<file path="src/rtl/snn_decoder_pkg.sv">
// Shared encodings for the spike-rate decoder: steering directions,
// output-FSM states and channel indices into the spike vector.
package snn_decoder_pkg;

   localparam logic [1:0] DIR_NONE  = 2'b00;
   localparam logic [1:0] DIR_LEFT  = 2'b01;
   localparam logic [1:0] DIR_RIGHT = 2'b10;

   typedef enum logic {
      EMPTY   = 1'b0,
      PENDING = 1'b1
   } out_state_t;

   localparam int CH_LEFT  = 0;
   localparam int CH_RIGHT = 1;

endpackage

</file>
<file path="src/rtl/spike_counter.sv">
// Saturating per-channel spike accumulator. The snapshot already includes
// the current sample so the window-end spike lands in the ending window.
module spike_counter #(
   parameter int CNT_W = 8
) (
   input  logic             clk,
   input  logic             rst,
   input  logic             en,
   input  logic             spike,
   input  logic             clear_on_end,
   output logic [CNT_W-1:0] snapshot
);

   localparam logic [CNT_W-1:0] CNT_MAX = '1;

   logic [CNT_W-1:0] acc;

   always_comb begin
      snapshot = (acc == CNT_MAX) ? acc : acc + CNT_W'(spike);
   end

   always_ff @(posedge clk) begin
      if (rst) begin
         acc <= '0;
      end else if (en) begin
         if (clear_on_end) acc <= '0;
         else              acc <= snapshot;
      end
   end

endmodule

</file>
<file path="src/rtl/spike_rate_decoder.sv">
// Counts Left/Right spikes over a window of enabled cycles and presents the
// rates plus a steering command to the motor controller via valid/ready.
module spike_rate_decoder
   import snn_decoder_pkg::*;
#(
   parameter int WINDOW = 100,
   parameter int WIN_W  = 8,
   parameter int CNT_W  = 8
) (
   input  logic             clk,
   input  logic             rst,
   input  logic             en,
   input  logic [1:0]       spike_in,
   input  logic             cmd_ready,
   output logic             cmd_valid,
   output logic [CNT_W-1:0] rate_left,
   output logic [CNT_W-1:0] rate_right,
   output logic [CNT_W:0]   steer,
   output logic [1:0]       dir,
   output logic             overrun
);

   logic [WIN_W-1:0] win_cnt;
   logic             window_end;
   logic [CNT_W-1:0] snap [2];
   logic [CNT_W:0]   steer_next;
   logic [1:0]       dir_next;
   out_state_t       state, state_next;

   assign window_end = en && (win_cnt == WIN_W'(WINDOW - 1));

   always_ff @(posedge clk) begin
      if (rst)             win_cnt <= '0;
      else if (window_end) win_cnt <= '0;
      else if (en)         win_cnt <= win_cnt + 1'b1;
   end

   for (genvar ch = 0; ch < 2; ch++) begin : g_chan
      spike_counter #(.CNT_W(CNT_W)) u_cnt (
         .clk          (clk),
         .rst          (rst),
         .en           (en),
         .spike        (spike_in[ch]),
         .clear_on_end (window_end),
         .snapshot     (snap[ch])
      );
   end

   // Zero-extending both rates first keeps the difference overflow-free.
   always_comb begin
      steer_next = {1'b0, snap[CH_LEFT]} - {1'b0, snap[CH_RIGHT]};
      if (steer_next == '0)      dir_next = DIR_NONE;
      else if (steer_next[CNT_W]) dir_next = DIR_RIGHT;
      else                       dir_next = DIR_LEFT;
   end

   always_ff @(posedge clk) begin
      if (rst) state <= EMPTY;
      else     state <= state_next;
   end

   always_comb begin
      state_next = state;
      case (state)
         EMPTY:   if (window_end) state_next = PENDING;
         PENDING: if (window_end) state_next = PENDING;
                  else if (cmd_ready) state_next = EMPTY;
         default: state_next = EMPTY;
      endcase
   end

   always_comb begin
      cmd_valid = (state == PENDING);
   end

   always_ff @(posedge clk) begin
      if (rst) begin
         rate_left  <= '0;
         rate_right <= '0;
         steer      <= '0;
         dir        <= DIR_NONE;
      end else if (window_end) begin
         rate_left  <= snap[CH_LEFT];
         rate_right <= snap[CH_RIGHT];
         steer      <= steer_next;
         dir        <= dir_next;
      end
   end

   // Overrun only when an unaccepted command is replaced by a new snapshot.
   always_ff @(posedge clk) begin
      if (rst)                                              overrun <= 1'b0;
      else if (state == PENDING && window_end && !cmd_ready) overrun <= 1'b1;
   end

endmodule

</file>
<file path="config.mk">
export PLATFORM = sky130hd
export DESIGN_NAME = spike_rate_decoder
export DESIGN_NICKNAME = d
export VERILOG_FILES = /design/src/rtl/snn_decoder_pkg.sv /design/src/rtl/spike_counter.sv /design/src/rtl/spike_rate_decoder.sv
export SDC_FILE = /design/constraint.sdc
export NUM_CORES = 1
export LEC_CHECK = 0
export ABC_AREA = 1
export BUFFER_PORTS_ARGS = -buffer_cell sky130_fd_sc_hd__buf_2
export CORE_MARGIN = 4
export CORE_UTILIZATION = 45
export DETAILED_ROUTE_END_ITERATION = 7
export PLACE_DENSITY = 0.63
export SETUP_SLACK_MARGIN = 0.3
export SYNTH_ARGS = -nofsm -noshare
export SYNTH_HDL_FRONTEND = slang
export SYNTH_SLANG_ARGS = --single-unit
</file>
<file path="constraint.sdc">
create_clock -name clk -period 2.8 [get_ports clk]
set_input_delay 0.28 -clock clk [delete_from_list [all_inputs] [get_ports clk]]
set_output_delay 0.28 -clock clk [all_outputs]
set_load 0.005 [all_outputs]
</file>
# == After elaboration in Yosys (flattened, before gate mapping) ==
# Cells that the tools add are included.
# totals
input_bits,6
reg_bits,53
# op_classes
n_eq_ne,3
mux,10
n_addsub,4
bitwise,1
reduce_logical,6
# op_table
cell,count
$mux W8,4
$add A8 B1 Y8,2
$eq A8 B8 Y1 const B,2
$logic_not A9 Y1,1
$sub A8 B8 Y9,1
$add A8 B1 Y8 const B,1
$eq A8 B7 Y1 const B,1
$mux W2,2
$logic_and A1 B1 Y1,3
$mux W1,3
$pmux W1 S2,1
$reduce_or A2 Y1,1
$logic_not A1 Y1,1
$not A1 Y1,1

# == Depth between registers and ports, before layout ==
# depth
word_depth,5
depth_mapped,21

# == Cells and area by module ==
# A second synthesis with hierarchy kept.
# unflattened
hier_cells,408
area_unflattened_um2,2970.3
# by_module_without_submodules
module,instances,area_each_um2,cells_per_inst
spike_rate_decoder,1,1806.7,252
spike_counter,2,581.8,78

# == Least setup slack after synthesis ==
# Ideal clock, no wire load.
# synth_path
path_kind,flip-flop to flip-flop
start,reg g_chan[0].u_cnt.acc[2]
end,reg dir[0]
arrival_ps,2178
required_time_ps,2688
stages_incl_launch_ff,17
path_slack_ps,510
setup_ps,112
cell_sequence,dfxtp_1 -> nand2_2 -> nor2_2 -> nand2_4 -> clkinv_4 -> nor2_1 -> ha_1 -> inv_1 -> fa_1 -> nor3b_1 -> nand3_1 -> nor2_1 -> nand2_1 -> nor2_1 -> nand2_1 -> nand2_1 -> nand2_1
# synth_between
elab_chain_cells,5
word_cells_on_any_way,7
# synth_rtl
item,line,rtl
start: declaration,spike_counter.sv:16,logic [CNT_W-1:0] acc;
start signal: assignment,spike_counter.sv:27,else acc <= snapshot;
$eq A8 B8 Y1,spike_counter.sv:19,snapshot = (acc == CNT_MAX) ? acc : acc + CNT_W'(spike);
$mux W8,spike_counter.sv:19,
$sub A8 B8 Y9,spike_rate_decoder.sv:51,"steer_next = {1'b0, snap[CH_LEFT]} - {1'b0, snap[CH_RIGHT]};"
named net steer_next[1],spike_rate_decoder.sv:26,logic [CNT_W:0] steer_next;
$logic_not A9 Y1,spike_rate_decoder.sv:52,if (steer_next == '0) dir_next = DIR_NONE;
$mux W2,spike_rate_decoder.sv:52,
end signal: assignment,spike_rate_decoder.sv:86,dir <= dir_next;
end: declaration,spike_rate_decoder.sv:19,"output logic [1:0] dir,"
# The timed path passes the listed nets, and every way through them passes these cells.
# A chain may end at the register's enable or synchronous reset.

# == Final worst setup path ==
# layout_path
start,reg g_chan[1].u_cnt.acc[4]
end,reg dir[0]
# layout_between
elab_chain_cells,5
word_cells_on_any_way,7
# layout_rtl
item,line,rtl
start: declaration,spike_counter.sv:16,
start signal: assignment,spike_counter.sv:27,
$eq A8 B8 Y1 *,spike_counter.sv:19,
$mux W8 *,spike_counter.sv:19,
named net g_chan[1].u_cnt.snapshot[0],spike_counter.sv:11,output logic [CNT_W-1:0] snapshot
$sub A8 B8 Y9 *,spike_rate_decoder.sv:51,
$logic_not A9 Y1 / $mux W2 (equally long branches),"spike_rate_decoder.sv:52, spike_rate_decoder.sv:53",
$mux W2 *,spike_rate_decoder.sv:52,
# Mark *: on every way through the listed nets, which the timed path passes. The rest lies on a longest branch.

==> results.toml <==
[clock_network]
clk_pin_slew_worst_paths_ns = 0.10
clockBufferDepth = 2
cts_buffers = 5
postCtsHoldBufs = 0
cts_tree = "yes"
clk_latency_ns = 0.31
htree_levels = 2
cts_root_buffer = "clkbuf_8"
clock-sinks = 53

[placed_design]
routabilityCongestion = 0.856
hpwl_um = 5030
portBuffers = 34

[sta]
tightest_slew_ns = 1.20
period_needed_ns = 2.35
fmax_mhz = 426
slew_viol_final = 0
rsz0062_at_grt = "no"
slew_headroom_pct = 19.8
clock_skew_ns = 0.00639
hold_violations = 0
setup_viol = 0
fin_crit_sh_pct = 83.8
fin_tns_setup_ns = 0

[detailed_routing]
drt-initial-drc-count = 131
vias_per_cell = 5.15
vias = 2750
drt-pass1-iter-count = 4
drc = 0
routedWlPerCell_um = 13.3
wl_um = 7110
postRouteAntennaNets = 0

[setup_path]
crit_arrival_ns = 2.56
cp_max_fo = 5
required_ns = 3.02
start_kind = "register"
slowest_stage = "dfxtp_4"
critPathBufInv = 3
slowest_delay_ns = 0.38
worst_setup_path_end_kind = "register"
crit_family = "simple AND/OR/NAND/NOR gates"
crit_type = "register to register"
cp_common_cell = "nand2_1"
path_cells = "nand2_2, nor2_4, nand2_4, inv_4, nor2_2, inv_2, ha_1, inv_2, fa_2, xor2_1, nor3b_2, nand3_1, nor2_1, nand2_1, nor2_1, nand2_1, nand2_1, nand2_1"

[synthesis]
ys_types = 32
ys_warn_count = 0
synth_seq_area_share_pct = 37.1
synth_top_area_share_pct = 37.1
ys_ff_latch = 53
synth_area_leader_cell = "dfxtp_1"
synthCells = 413
synth_nets = 430
avgSynthCellArea_um2 = 6.93
synthesis.area_um2 = 2860
ys_top_cells_by_area = "dfxtp_1 (37%), nand2_1 (15%), o21ai_0 (5.6%)"

[power_and_ir_drop]
leakage_uw = 0.00159
ir_worst_vdd_mv = 0.201
p_per_area_nw_per_um2 = 422

[finish]
final_cell_mix = "nand2_1 (110), dfxtp_1 (37), nor2_1 (36), inv_1 (35), buf_2 (34)"
fin_util_pct = 57.0
area_growth_pct = 20.6
antenna_cells = 0
final_common_cell = "nand2_1"
nets = 475
layout-drive-gt1-share_pct = 29.0
nFillCells = 578

[die]
dieWidth_um = 87.8
die_area_um2 = 7700
floorplan.initialDensity_pct = 47.2
core_area_um2 = 6060
die_h_um = 87.8
num_io_pins = 35
fp-row-count = 28

[global_route]
grt_antenna_before_repair = 0
grt_pass1_vias = 2412
grt_overflow = 0
grt_pass1_wl_um = 11100
grt_usage_pct = 18.4
grt_max_degree = 21

[outcome]
outcome = "completed"

[run]
maxCapViolCount = 0

[worst_hold_path]
hp-class = "input port to register"
## Yosys cell counts
master,number
nand3_2,5
buf_4,1
clkinv_4,1
clkinv_1,2
clkbuf_1,6
dfxtp_1,53
a21oi_1,25
nor3_2,1
a31oi_1,5
buf_1,1
buf_2,2
nand3_1,16
inv_2,4
o21bai_1,1
nand2_2,12
nor3b_1,1
nor2_2,4
nand2_1,113
nand4_1,6
o21ai_2,1
xor2_1,6
nor4_1,1
nand2_4,6
o21ai_0,32
inv_1,40
nor2_4,4
nor3_1,8
o21a_1,1
o21ai_1,4
fa_1,1
ha_1,10
nor2_1,40
## through the flow
step	power, uW	cell area (um^2)	hold slack [ns]	cells	setup slack [ns]
floorplan	888	2860	0.448	413	0.510
global placement	920	3110	0.436	515	0.242
detailed placement	923	3110	0.440	515	0.199
CTS	1470	3250	0.239	523	0.309
global route	1520	3450	0.252	534	0.270
finish	1460	3450	0.241	534	0.454
## flip-flops by register name, summed over array words and instances (netlist names)
register / count
dir: 2
steer: 9
rate_left: 8
rate_right: 8
win_cnt: 8
overrun: 1
g_chan.u_cnt.acc: 16
cmd_valid: 1
## cells by family (layout without fill, tap and decap cells)
group / after synthesis / count (layout) / synth area share [%]
flip-flops: 53 / 53 / 37.1
adder cells (fa/ha/maj): 11 / 11 / 5.07
AO/OA/AOI/OAI: 69 / 69 / 12.6
XOR/XNOR: 6 / 6 / 1.84
buffers and inverters: 57 / 103 / 7.87
AND/OR/NAND/NOR: 217 / 217 / 35.6
## worst paths after layout
kind                                                     startpoint              endpoint  slack, ns  cells after the start
worst max-delay path            g_chan[1].u_cnt.acc[4]$_SDFFE_PP0P_   dir[0]$_SDFFE_PP0P_       0.45                     18
worst min-delay path                                      cmd_ready  cmd_valid$_SDFF_PP0_       0.24                      4
worst max register to register  g_chan[1].u_cnt.acc[4]$_SDFFE_PP0P_   dir[0]$_SDFFE_PP0P_       0.45                     18
worst min register to register                  dir[0]$_SDFFE_PP0P_   dir[0]$_SDFFE_PP0P_       0.46                      2
## layer usage
layer  track usage, %  wire [um]  share of wire, %  vias up
met5                0          0                 0        -
met4             6.83        121               1.7        0
met3             3.48        375               5.3       13
met2             30.6       3350                47       71
met1             23.5       3260                46     1249
li1                 -          -                 -     1417
## power breakdown
part           switching, uW  internal, uW
Sequential              7.78           749
Combinational           96.5          57.3
Clock                    257           291
Total                    362          1100
## final cells by class
type | instances | area, um^2 | share of cell area [%]
clock buffers | 6 | 82.6 | 2.39
clock inverters | 2 | 37.5 | 1.09
inverters | 47 | 184 | 5.33
multi-input cells | 303 | 1670 | 48.2
flip-flops and latches | 53 | 1110 | 32.3
well taps | 75 | 93.8 | 2.72
repair buffers | 48 | 275 | 7.97
## tightest hold or removal path: cells and delay by family
family | cells | cell delay (ns)
AND/OR/NAND/NOR | 1 | 0.06
buffers and inverters | 2 | 0.11
AO/OA/AOI/OAI | 1 | 0.06
## timing repair
action                     CTS  global route
resized for setup           16            41
hold endpoints to repair     0             0
setup endpoints to repair    1             2
buffers inserted             0            11
pin swaps                    2            11
No activity file was read; power rests on OpenSTA's default activity.
